<file path="config.mk">
export PLATFORM = sky130hd
export DESIGN_NAME = adc_frame_seq_flat
export DESIGN_NICKNAME = d
export VERILOG_FILES = /design/src/rtl/adc_frame_seq_pkg.sv /design/src/rtl/adc_frame_seq_if.sv /design/src/rtl/adc_frame_seq_phase.sv /design/src/rtl/adc_frame_seq.sv /design/src/flat_wrapper.sv
export SDC_FILE = /design/constraint.sdc
export NUM_CORES = 1
export LEC_CHECK = 0
export ABC_AREA = 1
export ABC_CLOCK_PERIOD_IN_PS = 7200
export CAP_MARGIN = 30
export CELL_PAD_IN_SITES_DETAIL_PLACEMENT = 1
export CELL_PAD_IN_SITES_GLOBAL_PLACEMENT = 1
export CORE_ASPECT_RATIO = 1.5
export CORE_MARGIN = 1
export CORE_UTILIZATION = 46
export CTS_CLUSTER_DIAMETER = 200
export DETAILED_ROUTE_END_ITERATION = 6
export PLACE_DENSITY_LB_ADDON = 0.1
export SYNTH_ARGS = -nofsm -noshare
export SYNTH_HDL_FRONTEND = slang
export SYNTH_SLANG_ARGS = --single-unit
</file>
<file path="constraint.sdc">
create_clock -name clk_in -period 7.2 [get_ports clk_in]
set_clock_uncertainty 0.1 [all_clocks]
set_input_delay 1.44 -clock clk_in [delete_from_list [all_inputs] [get_ports clk_in]]
set_output_delay 1.44 -clock clk_in [all_outputs]
set_load 0.01 [all_outputs]
</file>
<file path="src/rtl/adc_frame_seq_pkg.sv">
// adc_frame_seq_pkg
// Shared types and helpers for the dual-channel serial ADC frame sequencer.
// - seqState_t : 3-bit FSM state encoding used by the top level
// - cntWidth   : counter width for a given maximum count value
// - DEF_DATA_BITS : default sample width shared by the sample interface
package adc_frame_seq_pkg;

  typedef enum logic [2:0] {
    ST_IDLE  = 3'd0,
    ST_SETUP = 3'd1,
    ST_SHIFT = 3'd2,
    ST_LOAD  = 3'd3,
    ST_QUIET = 3'd4
  } seqState_t;

  localparam int DEF_DATA_BITS = 12;

  // One spare bit above $clog2 keeps the maximum value representable
  // even when it is an exact power of two.
  function automatic int cntWidth(input int maxVal);
    return $clog2(maxVal) + 1;
  endfunction

endpackage

</file>
<file path="src/rtl/adc_frame_seq_if.sv">
// adc_frame_seq_if
// Sample-pair handshake between the ADC sequencer and the level-detect path.
// - sample0/sample1 : unsigned channel samples, stable while sample_valid is high
// - sample_valid    : pair available (driven by master)
// - sample_ready    : consumer accepts the pair when valid && ready (driven by slave)
interface adc_frame_seq_if
  import adc_frame_seq_pkg::*;
#(
  parameter int DATA_BITS = DEF_DATA_BITS
) ();

  logic [DATA_BITS-1:0] sample0;
  logic [DATA_BITS-1:0] sample1;
  logic                 sample_valid;
  logic                 sample_ready;

  modport master (
    output sample0,
    output sample1,
    output sample_valid,
    input  sample_ready
  );

  modport slave (
    input  sample0,
    input  sample1,
    input  sample_valid,
    output sample_ready
  );

endinterface

</file>
<file path="src/rtl/adc_frame_seq_phase.sv">
// sclk_phase_gen
// Gated half-period counter that produces the ADC serial clock.
// - clk_in, reset : system clock, async active-high reset
// - i_run         : 1 = toggle sclk every HALF cycles (first toggle is a fall);
//                   0 = hold sclk high and clear the counter
// - o_sclkFf      : registered serial clock
// - o_risePulse   : high in the cycle whose closing edge drives sclk 0->1
// - o_fallPulse   : high in the cycle whose closing edge drives sclk 1->0
module sclk_phase_gen
  import adc_frame_seq_pkg::*;
#(
  parameter int HALF = 4
) (
  input  logic clk_in,
  input  logic reset,
  input  logic i_run,
  output logic o_sclkFf,
  output logic o_risePulse,
  output logic o_fallPulse
);

  localparam int CNT_W = cntWidth(HALF - 1);

  logic [CNT_W-1:0] r_cnt;
  logic             r_sclkFf;
  logic             w_wrap;

  assign w_wrap      = (r_cnt == CNT_W'(HALF - 1));
  assign o_risePulse = i_run && w_wrap && !r_sclkFf;
  assign o_fallPulse = i_run && w_wrap && r_sclkFf;
  assign o_sclkFf    = r_sclkFf;

  // Half-period counter; sclk flips on each wrap, so the pulses above mark
  // the edge at which the new sclk level is registered.
  always_ff @(posedge clk_in or posedge reset) begin
    if (reset) begin
      r_cnt    <= '0;
      r_sclkFf <= 1'b1;
    end else if (!i_run) begin
      r_cnt    <= '0;
      r_sclkFf <= 1'b1;
    end else if (w_wrap) begin
      r_cnt    <= '0;
      r_sclkFf <= ~r_sclkFf;
    end else begin
      r_cnt <= r_cnt + CNT_W'(1);
    end
  end

endmodule

</file>
<file path="src/rtl/adc_frame_seq.sv">
// adc_frame_seq
// Sequences a Pmod AD1 style dual serial ADC: sample-rate tick, cs_n framing,
// gated sclk for FRAME_BITS periods, and delivery of one sample pair per frame.
// - clk_in, reset     : system clock, async active-high reset
// - i_enable          : start frames on ticks; 0 finishes the current frame then idles
// - i_sdata0/i_sdata1 : ADC serial data, channel 0/1
// - o_csN, o_sclk     : ADC chip select (active low) and serial clock (idles high)
// - o_overrun         : 1-cycle pulse when an unaccepted pair is overwritten
// - o_tickMissed      : sticky, a tick arrived while a frame was busy
// - o_smp             : sample pair valid/ready handshake (master side)
module adc_frame_seq
  import adc_frame_seq_pkg::*;
#(
  parameter int IN_FREQ      = 100_000_000,
  parameter int SCLK_FREQ    = 12_500_000,
  parameter int SAMPLE_FREQ  = 48_000,
  parameter int FRAME_BITS   = 16,
  parameter int DATA_BITS    = 12,
  parameter int QUIET_HALVES = 2
) (
  input  logic clk_in,
  input  logic reset,
  input  logic i_enable,
  input  logic i_sdata0,
  input  logic i_sdata1,
  output logic o_csN,
  output logic o_sclk,
  output logic o_overrun,
  output logic o_tickMissed,
  adc_frame_seq_if.master o_smp
);

  localparam int HALF      = IN_FREQ / (2 * SCLK_FREQ);
  localparam int TICK_MAX  = IN_FREQ / SAMPLE_FREQ;
  localparam int QUIET_CYC = QUIET_HALVES * HALF;
  localparam int TICK_W    = cntWidth(TICK_MAX - 1);
  localparam int BIT_W     = cntWidth(FRAME_BITS);
  localparam int WAIT_W    = cntWidth((QUIET_CYC > HALF) ? QUIET_CYC : HALF);

  logic [TICK_W-1:0]    r_tickCnt;
  logic                 w_tick;
  seqState_t            r_state;
  logic [WAIT_W-1:0]    r_waitCnt;
  logic [BIT_W-1:0]     r_bitCnt;
  logic                 r_bitOpen;
  logic [DATA_BITS-2:0] r_shift0;
  logic [DATA_BITS-2:0] r_shift1;
  logic [DATA_BITS-1:0] w_next0;
  logic [DATA_BITS-1:0] w_next1;
  logic [DATA_BITS-1:0] r_sample0;
  logic [DATA_BITS-1:0] r_sample1;
  logic                 r_csN;
  logic                 r_valid;
  logic                 r_overrun;
  logic                 r_tickMissed;
  logic                 w_run;
  logic                 w_sclkFf;
  logic                 w_rise;
  logic                 w_fall;
  logic                 w_shiftEn;

  assign w_tick = (r_tickCnt == TICK_W'(TICK_MAX - 1));

  // Free-running sample-rate counter, independent of enable so the frame
  // rate never drifts when enable toggles.
  always_ff @(posedge clk_in or posedge reset) begin
    if (reset) begin
      r_tickCnt <= '0;
    end else if (w_tick) begin
      r_tickCnt <= '0;
    end else begin
      r_tickCnt <= r_tickCnt + TICK_W'(1);
    end
  end

  assign w_run = (r_state == ST_SHIFT);

  sclk_phase_gen #(
    .HALF (HALF)
  ) u_phase (
    .clk_in      (clk_in),
    .reset       (reset),
    .i_run       (w_run),
    .o_sclkFf    (w_sclkFf),
    .o_risePulse (w_rise),
    .o_fallPulse (w_fall)
  );

  // Only the bits that can still reach the sample are kept; the incoming bit
  // is appended combinationally so the last rise can load the sample directly.
  assign w_next0 = {r_shift0, i_sdata0};
  assign w_next1 = {r_shift1, i_sdata1};

  // A bit is captured only after sclk has fallen for it, so a rise can never
  // be counted without the ADC having presented fresh data.
  assign w_shiftEn = w_rise && r_bitOpen;

  // Frame FSM plus output handshake. The sample pair, valid, overrun and the
  // cs_n release are registered on the final rising sclk edge, which puts
  // them on the outputs during the LOAD cycle itself.
  always_ff @(posedge clk_in or posedge reset) begin
    if (reset) begin
      r_state      <= ST_IDLE;
      r_csN        <= 1'b1;
      r_waitCnt    <= '0;
      r_bitCnt     <= '0;
      r_bitOpen    <= 1'b0;
      r_shift0     <= '0;
      r_shift1     <= '0;
      r_sample0    <= '0;
      r_sample1    <= '0;
      r_valid      <= 1'b0;
      r_overrun    <= 1'b0;
      r_tickMissed <= 1'b0;
    end else begin
      r_overrun <= 1'b0;
      if (r_valid && o_smp.sample_ready) begin
        r_valid <= 1'b0;
      end
      if (w_tick && (r_state != ST_IDLE)) begin
        r_tickMissed <= 1'b1;
      end
      case (r_state)
        ST_IDLE: begin
          if (w_tick && i_enable) begin
            r_state   <= ST_SETUP;
            r_csN     <= 1'b0;
            r_waitCnt <= '0;
          end
        end
        ST_SETUP: begin
          if (r_waitCnt == WAIT_W'(HALF - 1)) begin
            r_state   <= ST_SHIFT;
            r_waitCnt <= '0;
            r_bitCnt  <= '0;
            r_bitOpen <= 1'b0;
          end else begin
            r_waitCnt <= r_waitCnt + WAIT_W'(1);
          end
        end
        ST_SHIFT: begin
          if (w_fall) begin
            r_bitOpen <= 1'b1;
          end
          if (w_shiftEn) begin
            r_bitOpen <= 1'b0;
            r_shift0  <= w_next0[DATA_BITS-2:0];
            r_shift1  <= w_next1[DATA_BITS-2:0];
            if (r_bitCnt == BIT_W'(FRAME_BITS - 1)) begin
              r_state   <= ST_LOAD;
              r_csN     <= 1'b1;
              r_bitCnt  <= '0;
              r_sample0 <= w_next0;
              r_sample1 <= w_next1;
              r_valid   <= 1'b1;
              r_overrun <= r_valid && !o_smp.sample_ready;
            end else begin
              r_bitCnt <= r_bitCnt + BIT_W'(1);
            end
          end
        end
        ST_LOAD: begin
          r_state   <= ST_QUIET;
          r_waitCnt <= '0;
        end
        ST_QUIET: begin
          if (r_waitCnt == WAIT_W'(QUIET_CYC - 1)) begin
            r_state   <= ST_IDLE;
            r_waitCnt <= '0;
          end else begin
            r_waitCnt <= r_waitCnt + WAIT_W'(1);
          end
        end
        default: begin
          r_state <= ST_IDLE;
          r_csN   <= 1'b1;
        end
      endcase
    end
  end

  assign o_csN              = r_csN;
  assign o_sclk             = w_sclkFf;
  assign o_overrun          = r_overrun;
  assign o_tickMissed       = r_tickMissed;
  assign o_smp.sample0      = r_sample0;
  assign o_smp.sample1      = r_sample1;
  assign o_smp.sample_valid = r_valid;

endmodule

</file>
<file path="src/flat_wrapper.sv">
// flat-port wrapper written by rule: the top's interface ports become plain ports
module adc_frame_seq_flat import adc_frame_seq_pkg::*;
#(
  parameter int IN_FREQ      = 100_000_000,
  parameter int SCLK_FREQ    = 12_500_000,
  parameter int SAMPLE_FREQ  = 48_000,
  parameter int FRAME_BITS   = 16,
  parameter int DATA_BITS    = 12,
  parameter int QUIET_HALVES = 2
)
  (clk_in, reset, i_enable, i_sdata0, i_sdata1, o_csN, o_sclk, o_overrun, o_tickMissed, o_smp_sample0, o_smp_sample1, o_smp_sample_valid, o_smp_sample_ready);
  adc_frame_seq_if #(.DATA_BITS(DATA_BITS)) o_smp_i ();
  input  logic clk_in;
  input  logic reset;
  input  logic i_enable;
  input  logic i_sdata0;
  input  logic i_sdata1;
  output logic o_csN;
  output logic o_sclk;
  output logic o_overrun;
  output logic o_tickMissed;
  output wire logic [$bits(o_smp_i.sample0)-1:0] o_smp_sample0;
  output wire logic [$bits(o_smp_i.sample1)-1:0] o_smp_sample1;
  output wire logic [$bits(o_smp_i.sample_valid)-1:0] o_smp_sample_valid;
  input wire logic [$bits(o_smp_i.sample_ready)-1:0] o_smp_sample_ready;
  assign o_smp_sample0 = o_smp_i.sample0;
  assign o_smp_sample1 = o_smp_i.sample1;
  assign o_smp_sample_valid = o_smp_i.sample_valid;
  assign o_smp_i.sample_ready = o_smp_sample_ready;
  adc_frame_seq #(.IN_FREQ(IN_FREQ), .SCLK_FREQ(SCLK_FREQ), .SAMPLE_FREQ(SAMPLE_FREQ), .FRAME_BITS(FRAME_BITS), .DATA_BITS(DATA_BITS), .QUIET_HALVES(QUIET_HALVES)) u_core (.clk_in(clk_in), .reset(reset), .i_enable(i_enable), .i_sdata0(i_sdata0), .i_sdata1(i_sdata1), .o_csN(o_csN), .o_sclk(o_sclk), .o_overrun(o_overrun), .o_tickMissed(o_tickMissed), .o_smp(o_smp_i));
endmodule
</file>
==> results of run 1 <==
## power groups by stage
stage | clock (mW) | sequential [mW] | combinational, mW
2_1_floorplan | 0 | 0.462 | 0.0101
3_3_place_gp | 0 | 0.462 | 0.0169
3_5_place_dp | 0 | 0.462 | 0.0192
4_1_cts | 0.339 | 0.453 | 0.0194
5_1_grt | 0.358 | 0.454 | 0.0217
6_report | 0.331 | 0.453 | 0.0182
## synthesized netlist by cell type, drive strengths merged
master and count:
inv 61, o21bai 2, nor2 32, a21oi 8, dfstp 2, nor3b 1
buf 5, o21ai 53, dfrtp 78, xnor2 2, nand4 4, nand3 19
and2 1, xor2 5, nand2 92, nor3 8, clkbuf 4, a21boi 1
ha 5
## routing by layer
layer	track usage (%)	part of all wire, %	wire (um)	up-vias
met5	0	0	0	-
met4	7.84	1.4	99	0
met3	4.12	2.3	165	7
met2	35.7	53	3800	33
met1	25.4	43	3080	1278
li1	-	-	-	1268
## registers in the layout, summed over array words and instances (netlist names), 4 cells and up
register and cells:
u_core.o_smp.sample1 12, u_core.r_shift0 11, u_core.r_tickCnt 13, u_core.o_smp.sample0 12, u_core.r_bitCnt 5, u_core.r_shift1 11
u_core.r_waitCnt 4
## cell type report
class | instances | area share [%]
flip-flops and latches | 80 | 49.2
inverters | 61 | 5.65
multi-input cells | 233 | 28.0
clock inverters | 7 | 1.75
repair buffers | 36 | 9.22
clock buffers | 9 | 3.04
well taps | 100 | 3.07
## placed cells by master (no fill, tap or decap), types with 7 or more instances in the layout
master                            count
sky130_fd_sc_hd__nand2_1             90
sky130_fd_sc_hd__nor2_1              30
sky130_fd_sc_hd__a21oi_1              7
sky130_fd_sc_hd__inv_1               60
sky130_fd_sc_hd__nor3_1               8
sky130_fd_sc_hd__dfrtp_1             78
sky130_fd_sc_hd__nand3_1             18
sky130_fd_sc_hd__o21ai_0             50
sky130_fd_sc_hd__clkdlybuf4s50_1     34
sky130_fd_sc_hd__clkbuf_8             9
## worst register-to-register path, delay by kind of cell (launching register included)
family,cells,cell delay (ns)
adders and majority gates,1,0.21
AOI/OAI and AO/OA,1,0.51
DFF,1,0.38
and+or+nand+nor,3,1.10
## through the flow
| step | power, mW | hold slack (ns) |
|---|---|---|
| global route | 0.833 | 0.392 |
| detailed placement | 0.481 | 0.355 |
| floorplan | 0.472 | 0.317 |
| global placement | 0.479 | 0.349 |
| finish | 0.802 | 0.367 |
| CTS | 0.812 | 0.368 |
## cells by family after synthesis
family	Yosys count
xor gates and xnor gates	7
AOI/OAI and AO/OA	64
and+or+nand+nor	157
buffers and inverters	70
adders and majority gates	5
DFF	80
## path summary, 6_finish.rpt
path	start	end	slack [ns]
max	u_core.u_phase.o_sclkFf$_DFFE_PP1P_	o_sclk	4.21
min	u_core.o_csN$_DFFE_PP1P_	u_core.o_csN$_DFFE_PP1P_	0.37
min reg2reg	u_core.o_csN$_DFFE_PP1P_	u_core.o_csN$_DFFE_PP1P_	0.37
max reg2reg	u_core.r_bitCnt[0]$_DFFE_PP0P_	u_core.o_smp.sample0[1]$_DFFE_PP0P_	4.78
min in group asynchronous	reset	u_core.r_tickCnt[11]$_DFF_PP0_	1.34
max in group asynchronous	reset	u_core.r_shift1[6]$_DFFE_PP0P_	5.09
==> implementation parameters, run 1 <==
Parameter                              Value

Synth
  Yosys warning total ... 0
  Cell Area, Synth ... between 3000 and 4000 um2
  Leading cell types by total area after synthesis ... sky130_fd_sc_hd__dfrtp_1 (57%), sky130_fd_sc_hd__nand2_1 (9.9%), sky130_fd_sc_hd__o21ai_0 (7.3%)
  Main combinational cell family by area after synthesis ... simple AND/OR/NAND/NOR gates
  Mapped Cells ... 383
  Area share of the largest cell type after synthesis ... roughly 57%
  Synthesis-stage register bit count ... 80
  Synthesized-area fraction occupied by adder cells ... under 10%
  Area fraction in and, or, nand and nor cells after synthesis ... around a fifth
  Share of cell area taken by muxes after synthesis ... 0%
  Sequential-to-total area share from yosys stat ... between 50 and 60%
  Post-synth top area cell ... sky130_fd_sc_hd__dfrtp_1
  Xor and xnor area share after synthesis ... around 1.8%
  Syn_area_per_cell ... around 8.9 um2
  Synthesized-area fraction occupied by ao, oa, aoi and oai cells ... around a tenth
  Post-Synthesis Net Count ... ~400
  Library cells used by synthesis ... 25

Drt
  Total routed wirelength ... between 7000 and 8000 um
  Total vias in the final route ... 2586
  Number of optimization iterations in the first detailed-route pass ... 4
  Remaining number of nets flagged by the antenna check after routing ... 0
  Iteration-0 DRC count of the detailed router ... ~110
  DRC violations left ... 0
  Detail-routed net length per standard cell ... ~14 um
  Via count normalized by instance count ... ~4.9

Floorplanning
  Die outline area ... around 7800 um2
  X dimension of the die ... approximately 72 um
  Number of cell rows ... 38
  Core footprint ... 7230 um2
  Overall die height ... 108 um
  Initial core utilization ... 47.2%
  Top-level I/O count ... 35

Setup path
  Startpoint types ... flip-flop
  Data required time at the worst endpoint ... between 5 and 6 ns
  CP Class ... flip-flop to output pin
  Cell family with most CP delay ... flip-flops
  Critical path buffers and inverters ... 1
  Critical-path maximum fanout ... 5
  Critical Path Max Stage Delay ... roughly 0.57 ns
  CP Capture Type ... output pin
  Stages on the worst setup path ... 1
  Worst r2r path cells ... 5
  Cell at the slowest stage of the critical path ... sky130_fd_sc_hd__dfstp_2
  Arrival time at the worst endpoint ... 1.45 ns
  Crit path cell chain ... clkdlybuf4s50_1

Clock network
  Setup repair bufs after CTS ... 0
  Clock latency reported for the late side of the worst-skew pair ... 0.35 ns
  CTS tree ... built
  H-Tree Level Count ... 3
  Resize count post-CTS ... 0
  CTS root buffer ... sky130_fd_sc_hd__clkbuf_8
  Register clock-pin slew on the reported worst setup and hold paths ... ~0.080 ns
  CTS buffer count ... 9
  Clk sink count ... 80
  Hold bufs inserted after CTS ... 0
  Maximum buffer depth of the clock tree ... 2

Global route
  First-pass GRT wire length ... around 12000 um
  Largest net degree at the start of global routing ... 64
  Total global-route track usage ... approximately 21%
  Antenna violations before repair ... 0
  GRT overflow ... 0
  Via count of the first global-routing pass ... ~2700

Pwr
  Max rail drop VDD ... 0.120 mV
  Portion of total power attributed to the clock network ... slightly above 40%
  Logic pwr share ... about 2.3%
  Power share of the sequential group ... around 56%
  Internal portion of total power ... 0.618 mW
  Switching power ... 0.184 mW
  Switching power as a share of total power ... 23.0%
  Areal power density over the cells ... a little under 200 nW/um2
  Leakage ... 1.98 nW

Placement
  Cell Area, Placed ... 3880 um2
  Place WS ... between 4 and 5 ns
  Placed Cells ... 510
  Routability congestion estimate from global placement ... about 0.79
  Number of buffers inserted by port buffering ... 34
  Hpwl dp ... about 5000 um

STA
  Worst slew pin tran ... approximately 0.86 ns
  Max Clock Freq ... 334 MHz
  Final setup violating endpoints ... 0
  Part of the cycle the worst path needs ... 41.6%
  Slew Limit Headroom ... 42.3%
  Setup slack of the critical path after layout ... 4.21 ns
  Final Hold Violating Endpoints ... 0
  Setup TNS ... 0 ns
  Clock period minus worst slack ... 2.99 ns
  Pins Over Slew Limit ... 0
  RSZ-0062 raised after global routing ... false

Finish
  Final Util ... 56.3%
  Sequential standard cell area ... 2000 um2
  Area of combinational cells with multiple inputs ... about 1100 um2
  Final #Nets ... approximately 430
  Ant diodes ... 0
  Share of cells above drive strength 1 ... under 10%
  Fillcell total ... roughly 860
  Final cell area excluding filler cells ... between 4000 and 5000 um2
  Layout overhead on the synthesized area ... 19.2%
  Count of non-filler cells in the finished layout ... between 500 and 600

Hold path
  Classification of the worst-slack hold path ... flip-flop to flip-flop
  Number of cells on the worst hold path ... 2

Outcome
  Run status ... complete, no violations

Job
  Max-cap violations ... 0
Power figures use the tool's default switching activity.
==> run 2, diff against run 1 <==
--- a/config.mk
+++ b/config.mk
@@ -6,13 +6,13 @@
 export NUM_CORES = 1
 export LEC_CHECK = 0
 export ABC_AREA = 1
-export ABC_CLOCK_PERIOD_IN_PS = 7200
+export ABC_CLOCK_PERIOD_IN_PS = 2600
 export CAP_MARGIN = 30
 export CELL_PAD_IN_SITES_DETAIL_PLACEMENT = 1
 export CELL_PAD_IN_SITES_GLOBAL_PLACEMENT = 1
 export CORE_ASPECT_RATIO = 1.5
 export CORE_MARGIN = 1
-export CORE_UTILIZATION = 46
+export CORE_UTILIZATION = 39
 export CTS_CLUSTER_DIAMETER = 200
 export DETAILED_ROUTE_END_ITERATION = 6
 export PLACE_DENSITY_LB_ADDON = 0.1
==> constraint.sdc (replaced) <==
create_clock -name clk_in -period 2.6 [get_ports clk_in]
set_clock_uncertainty 0.1 [all_clocks]
set_input_delay 0.52 -clock clk_in [delete_from_list [all_inputs] [get_ports clk_in]]
set_output_delay 0.52 -clock clk_in [all_outputs]
set_load 0.01 [all_outputs]
==> implementation parameters, run 2 (synthesized netlist as in run 1, its figures left out) <==
Parameter                              Value

Setup path
  Crit path cell chain ... clkdlybuf4s50_1
  CP Class ... flip-flop to output pin
  Worst r2r path cells ... 7 (+2)
  Startpoint types ... flip-flop
  Cell at the slowest stage of the critical path ... sky130_fd_sc_hd__dfstp_2
  Critical Path Max Stage Delay ... 0.56 ns (about the same)
  Worst reg-to-reg setup slack ... 0.75 ns (-4.03 ns)
  Data required time at the worst endpoint ... 1.98 ns (-3.68 ns)
  Reg2reg end ... u_core.o_smp.sample1[0]$_DFFE_PP0P_
  Worst flop-to-flop path startpoint ... u_core.r_bitCnt[1]$_DFFE_PP0P_
  Arrival time at the worst endpoint ... 1.44 ns (about the same)
  CP Capture Type ... output pin
  Cell family with most CP delay ... flip-flops
  Critical-path maximum fanout ... 5 (unchanged)
  Critical path buffers and inverters ... 1 (unchanged)

Floorplanning
  X dimension of the die ... 78.4 um (+8.4%)
  Core footprint ... 8460 um2 (+17%)
  Overall die height ... 117 um (+8.4%)
  Die outline area ... 9140 um2 (+18%)
  Initial core utilization ... 40.3% (-6.9 points)
  Number of cell rows ... 41 (+7.9%)
  Top-level I/O count ... 35 (unchanged)

Hold path
  Worst min-delay path endpoint ... u_core.u_phase.r_cnt[0]$_DFF_PP0_
  Number of cells on the worst hold path ... 1 (-1)
  Classification of the worst-slack hold path ... flip-flop to flip-flop
  Origin of the worst min-delay path ... u_core.u_phase.r_cnt[0]$_DFF_PP0_

Drt
  Total routed wirelength ... 7070 um (-1.1%)
  Remaining number of nets flagged by the antenna check after routing ... 0 (unchanged)
  Detail-routed net length per standard cell ... 13.2 um (-2.6%)
  DRC violations left ... 0 (unchanged)
  Iteration-0 DRC count of the detailed router ... 95 (-10%)
  Number of optimization iterations in the first detailed-route pass ... 4 (unchanged)
  Total vias in the final route ... 2565 (-0.81%)
  Via count normalized by instance count ... 4.80 (-2.3%)

STA
  Pins Over Slew Limit ... 0 (unchanged)
  RSZ-0062 raised after global routing ... false
  Clock period minus worst slack ... a little over 2 ns
  Slew Limit Headroom ... 70.2% (+28 points)
  Part of the cycle the worst path needs ... roughly four fifths
  Worst Hold Margin ... 0.347 ns (-0.0192 ns)
  Worst slew pin tran ... 0.443 ns (-0.420 ns)
  Setup TNS ... 0 ns (unchanged)
  Final setup violating endpoints ... 0 (unchanged)
  Max Clock Freq ... around 490 MHz
  Final Hold Violating Endpoints ... 0 (unchanged)

Global route
  Total global-route track usage ... 17.6% (-3.2 points)
  Via count of the first global-routing pass ... 2668 (-1.4%)
  GRT overflow ... 0 (unchanged)
  Largest net degree at the start of global routing ... 47 (-27%)
  Antenna violations before repair ... 0 (unchanged)
  First-pass GRT wire length ... 12200 um (-1.6%)

Clock network
  Maximum buffer depth of the clock tree ... 2 (unchanged)
  CTS tree ... built
  Register clock-pin slew on the reported worst setup and hold paths ... 0.06 ns (-0.02 ns)
  Clock latency reported for the late side of the worst-skew pair ... 0.33 ns (-0.02 ns)
  Setup repair bufs after CTS ... 0 (unchanged)
  Clk sink count ... 80 (unchanged)
  Hold bufs inserted after CTS ... 0 (unchanged)
  CTS buffer count ... 9 (unchanged)
  CTS root buffer ... sky130_fd_sc_hd__clkbuf_16
  H-Tree Level Count ... 3 (unchanged)
  Resize count post-CTS ... 0 (unchanged)

Finish
  Number of flip-flops in the largest register ... 13 (unchanged)
  Final #Nets ... 433 (+0.23%)
  Largest register by flop count ... u_core.r_tickCnt
  Share of cells above drive strength 1 ... 6.32% (-0.015 points)
  Layout overhead on the synthesized area ... 24.4%
  Most frequent standard cell in the layout excluding fill and tap cells ... sky130_fd_sc_hd__nand2_1
  Ant diodes ... 0 (unchanged)
  Final cell area excluding filler cells ... 4250 um2 (+4.3%)
  Commonest cells after routing, fill and taps aside ... sky130_fd_sc_hd__nand2_1 (90), sky130_fd_sc_hd__dfrtp_1 (78), sky130_fd_sc_hd__inv_1 (60)

Outcome
  Run status ... complete, no violations

Placement
  Cell Area, Placed ... 3900 um2 (+0.61%)
  Hpwl dp ... 4910 um (-1.7%)
  Routability congestion estimate from global placement ... 0.764 (-3.4%)
  Number of buffers inserted by port buffering ... 34 (unchanged)

Pwr
  Leakage ... 2.06 nW (+4.0%)
  Max rail drop VDD ... 0.444 mV (+270%)
  Areal power density over the cells ... 651 nW/um2 (+230%)

Job
  Max-cap violations ... 0 (unchanged)
==> run 2: cell types whose count changed in the layout (fill, tap and decap cells not counted), sizes merged <==
cell,delta
clkinv,-1
bufinv,+2
buf,+1
clkbuf,+2
clkinvlp,-2
inv,-1
==> run 2: report_power, final <==
| group | total [mW] | switching (mW) | internal [mW] | leakage (nW) |
|---|---|---|---|---|
| Clock | 1.45 | 0.491 | 0.964 | 0.170 |
| Sequential | 1.26 | 0.00435 | 1.25 | 1.03 |
| Combinational | 0.0522 | 0.0348 | 0.0174 | 0.862 |
==> run 2: worst max path at each step <==
stage	depth (start not counted)	slack, ns	from	endpoint
5_1_grt	1	0.51	u_core.u_phase.o_sclkFf$_DFFE_PP1P_	o_sclk
2_1_floorplan	1	1.07	reset	u_core.o_overrun$_DFF_PP0_
3_3_place_gp	7	0.75	u_core.r_bitCnt[0]$_DFFE_PP0P_	u_core.o_smp.sample0[10]$_DFFE_PP0P_
4_1_cts	1	0.52	u_core.u_phase.o_sclkFf$_DFFE_PP1P_	o_sclk
6_report	1	0.54	u_core.u_phase.o_sclkFf$_DFFE_PP1P_	o_sclk
3_5_place_dp	7	0.70	u_core.r_bitCnt[1]$_DFFE_PP0P_	u_core.o_smp.sample1[0]$_DFFE_PP0P_
==> run 2: cell type report <==
class / count / area, um2
Clock buffer: 11 / 243
Clock inverter: 5 / 104
Tap cell: 107 / 134
Fill cell: 1004 / 4220
Inverter: 61 / 233
Multi-Input combinational cell: 233 / 1140
Timing Repair Buffer: 37 / 388
Sequential cell: 80 / 2000
==> run 2: per-stage QoR <==
stage / std cells / utilization, % / power [mW] / worst slack (ns)
finish: 534 / 50.2 / 2.76 / 0.540
global route: 534 / 50.2 / 2.86 / 0.505
detailed placement: 518 / 46.1 / 1.33 / 0.704
CTS: 534 / 50.2 / 2.80 / 0.523
floorplan: 383 / - / 1.31 / 1.07
global placement: 518 / 46.1 / 1.33 / 0.754
==> run 2: per-layer routing <==
| layer | share of wire [%] | vias to the layer above | global-route usage, % |
|---|---|---|---|
| li1 | - | 1274 | - |
| met1 | 44 | 1258 | 20.6 |
| met2 | 51 | 26 | 30.8 |
| met3 | 2.8 | 7 | 4.69 |
| met4 | 1.5 | 0 | 6.67 |
| met5 | 0 | - | 0 |
==> run 3, diff against run 2 <==
--- a/config.mk
+++ b/config.mk
@@ -6,7 +6,7 @@
 export NUM_CORES = 1
 export LEC_CHECK = 0
 export ABC_AREA = 1
-export ABC_CLOCK_PERIOD_IN_PS = 2600
+export ABC_CLOCK_PERIOD_IN_PS = 1730
 export CAP_MARGIN = 30
 export CELL_PAD_IN_SITES_DETAIL_PLACEMENT = 1
 export CELL_PAD_IN_SITES_GLOBAL_PLACEMENT = 1
==> constraint.sdc (replaced) <==
create_clock -name clk_in -period 1.73 [get_ports clk_in]
set_clock_uncertainty 0.1 [all_clocks]
set_input_delay 0.346 -clock clk_in [delete_from_list [all_inputs] [get_ports clk_in]]
set_output_delay 0.346 -clock clk_in [all_outputs]
set_load 0.01 [all_outputs]
==> implementation parameters, run 3 (synthesized netlist as in run 1, its figures left out) <==
Parameter                              Value

STA
  Worst Hold Margin ... 0.220 ns (-0.128 ns)
  Setup TNS ... 0 ns (unchanged)
  Worst slew pin tran ... 0.381 ns (-0.0626 ns)
  RSZ-0062 raised after global routing ... true
  Max Clock Freq ... 591 MHz
  Pins Over Slew Limit ... 0 (unchanged)
  Final setup violating endpoints ... 0 (unchanged)
  Clock period minus worst slack ... roughly 1.7 ns
  Part of the cycle the worst path needs ... between 90% and 100%
  Final Hold Violating Endpoints ... 0 (unchanged)
  Slew Limit Headroom ... 74.5% (+4.3 points)

Outcome
  Run status ... complete, no violations

Placement
  Hpwl dp ... 5180 um (+5.6%)
  Number of buffers inserted by port buffering ... 34 (unchanged)
  Routability congestion estimate from global placement ... 0.797 (+4.3%)

Clock network
  H-Tree Level Count ... 3 (unchanged)
  Clk sink count ... 80 (unchanged)
  Clock latency reported for the late side of the worst-skew pair ... 0.33 ns (about the same)
  CTS root buffer ... sky130_fd_sc_hd__clkbuf_16
  CTS buffer count ... 9 (unchanged)
  CTS tree ... built
  Register clock-pin slew on the reported worst setup and hold paths ... 0.06 ns (about the same)
  Maximum buffer depth of the clock tree ... 2 (unchanged)

Floorplanning
  Die outline area ... 9140 um2 (unchanged)
  Top-level I/O count ... 35 (unchanged)
  Core footprint ... 8460 um2 (unchanged)
  X dimension of the die ... 78.4 um (unchanged)
  Overall die height ... 117 um (unchanged)
  Initial core utilization ... 40.3% (unchanged)
  Number of cell rows ... 41 (unchanged)

Pwr
  Areal power density over the cells ... 892 nW/um2 (+37%)
  Max rail drop VDD ... 0.557 mV (+25%)
  Leakage ... 2.19 nW (+6.0%)

Setup path
  Arrival time at the worst endpoint ... 1.25 ns (-0.19 ns)
  Critical path buffers and inverters ... 1 (unchanged)
  Critical-path maximum fanout ... 2 (-3)
  CP Capture Type ... output pin
  Cell at the slowest stage of the critical path ... sky130_fd_sc_hd__clkdlybuf4s50_1
  Data required time at the worst endpoint ... 1.28 ns (-0.70 ns)
  Startpoint types ... flip-flop
  Crit path cell chain ... clkdlybuf4s50_1
  Critical Path Max Stage Delay ... 0.55 ns (about the same)
  CP Class ... flip-flop to output pin
  Cell family with most CP delay ... buffers and inverters

Finish
  Most frequent standard cell in the layout excluding fill and tap cells ... sky130_fd_sc_hd__nand2_1
  Commonest cells after routing, fill and taps aside ... sky130_fd_sc_hd__nand2_1 (87), sky130_fd_sc_hd__dfrtp_1 (76), sky130_fd_sc_hd__inv_1 (59)
  Final Util ... 51.6% (+1.4 points)
  Largest register by flop count ... u_core.r_tickCnt
  Share of cells above drive strength 1 ... 11.6% (+5.3 points)
  Fillcell total ... 981 (-2.3%)
  Ant diodes ... 0 (unchanged)
  Number of flip-flops in the largest register ... 13 (unchanged)
  Layout overhead on the synthesized area ... 27.8%
  Final #Nets ... 444 (+2.5%)

Hold path
  Classification of the worst-slack hold path ... input port to async pin

Drt
  Number of optimization iterations in the first detailed-route pass ... 4 (unchanged)
  Detail-routed net length per standard cell ... 13.2 um (about the same)
  Iteration-0 DRC count of the detailed router ... 82 (-14%)
  Remaining number of nets flagged by the antenna check after routing ... 0 (unchanged)
  Total routed wirelength ... 7220 um (+2.1%)
  DRC violations left ... 0 (unchanged)
  Via count normalized by instance count ... 4.84 (+0.77%)
  Total vias in the final route ... 2638 (+2.8%)

Job
  Max-cap violations ... 0 (unchanged)

Global route
  Total global-route track usage ... 18.0% (+0.41 points)
  Antenna violations before repair ... 0 (unchanged)
  GRT overflow ... 0 (unchanged)
  First-pass GRT wire length ... 12600 um (+3.8%)
  Largest net degree at the start of global routing ... 41 (-13%)
  Via count of the first global-routing pass ... 2813 (+5.4%)
==> run 3: changes by cell type in the layout (fill, tap and decap cells not counted), moves of 3 or more <==
cell / change
sky130_fd_sc_hd__nand2_2: +3
sky130_fd_sc_hd__buf_4: +8
sky130_fd_sc_hd__nand2_1: -3
sky130_fd_sc_hd__clkdlybuf4s50_1: -6
sky130_fd_sc_hd__nor2_1: -3
sky130_fd_sc_hd__dlymetal6s2s_1: +4
==> run 3: where the power goes <==
group,leakage (nW),switching [mW],total (mW),internal [mW]
Sequential,1.03,0.00595,1.89,1.88
Clock,0.143,0.788,1.92,1.13
Combinational,1.02,0.0537,0.0843,0.0306
==> run 3: layout make-up <==
class                           instances  area (um2)  area share, %
Clock buffer                            9         225           5.16
Inverter                               61         233           5.33
Timing Repair Buffer                   48         507           11.6
Multi-Input combinational cell        233        1180           27.0
Sequential cell                        80        2010           46.0
Clock inverter                          7        80.1           1.83
Tap cell                              107         134           3.07
==> run 3: path summary, 6_finish.rpt <==
kind	startpoint	endpoint	slack [ns]	cells after the start
max	u_core.o_smp.sample1[11]$_DFFE_PP0P_	o_smp_sample1[11]	0.04	1
min	reset	u_core.r_tickCnt[11]$_DFF_PP0_	0.22	2
max reg2reg	u_core.r_state[2]$_DFFE_PP0P_	u_core.r_state[0]$_DFFE_PP0P_	0.09	7
min reg2reg	u_core.u_phase.r_cnt[0]$_DFF_PP0_	u_core.u_phase.r_cnt[0]$_DFF_PP0_	0.34	1
max in group asynchronous	reset	u_core.u_phase.o_sclkFf$_DFFE_PP1P_	0.82	3
min in group clk_in	u_core.u_phase.r_cnt[0]$_DFF_PP0_	u_core.u_phase.r_cnt[0]$_DFF_PP0_	0.34	1
==> run 3: worst register-to-register path: cells and delay by family (launching register included) <==
family / cells / cell delay, ns
buf+inv: 1 / 0.17
flops: 1 / 0.43
simple gates: 6 / 0.83
==> run 3: timing repair <==
| action | 4_1_cts | 5_1_grt |
|---|---|---|
| buffers inserted | 0 | 3 |
| resized for setup | 3 | 18 |
| hold buffers | 0 | 0 |
| setup endpoints to repair | 3 | 25 |
| pin swaps | 0 | 2 |
==> run 3: metal layers <==
metal	track usage (%)	wire, um	up-vias
li1	-	-	1304
met1	20.2	3000	1293
met2	32.3	3850	29
met3	3.28	187	12
met4	9.75	185	0
met5	0	0	-
==> run 3: stage by stage <==
stage | instance area, um2 | cells | power (mW) | setup slack, ns
floorplan | 3420 | 383 | 1.96 | 0.241
global placement | 3990 | 526 | 2.01 | 0.0676
detailed placement | 3990 | 526 | 2.01 | 0.00169
CTS | 4290 | 542 | 3.96 | 0.00733
global route | 4360 | 545 | 4.04 | -0.0247
finish | 4360 | 545 | 3.89 | 0.0385
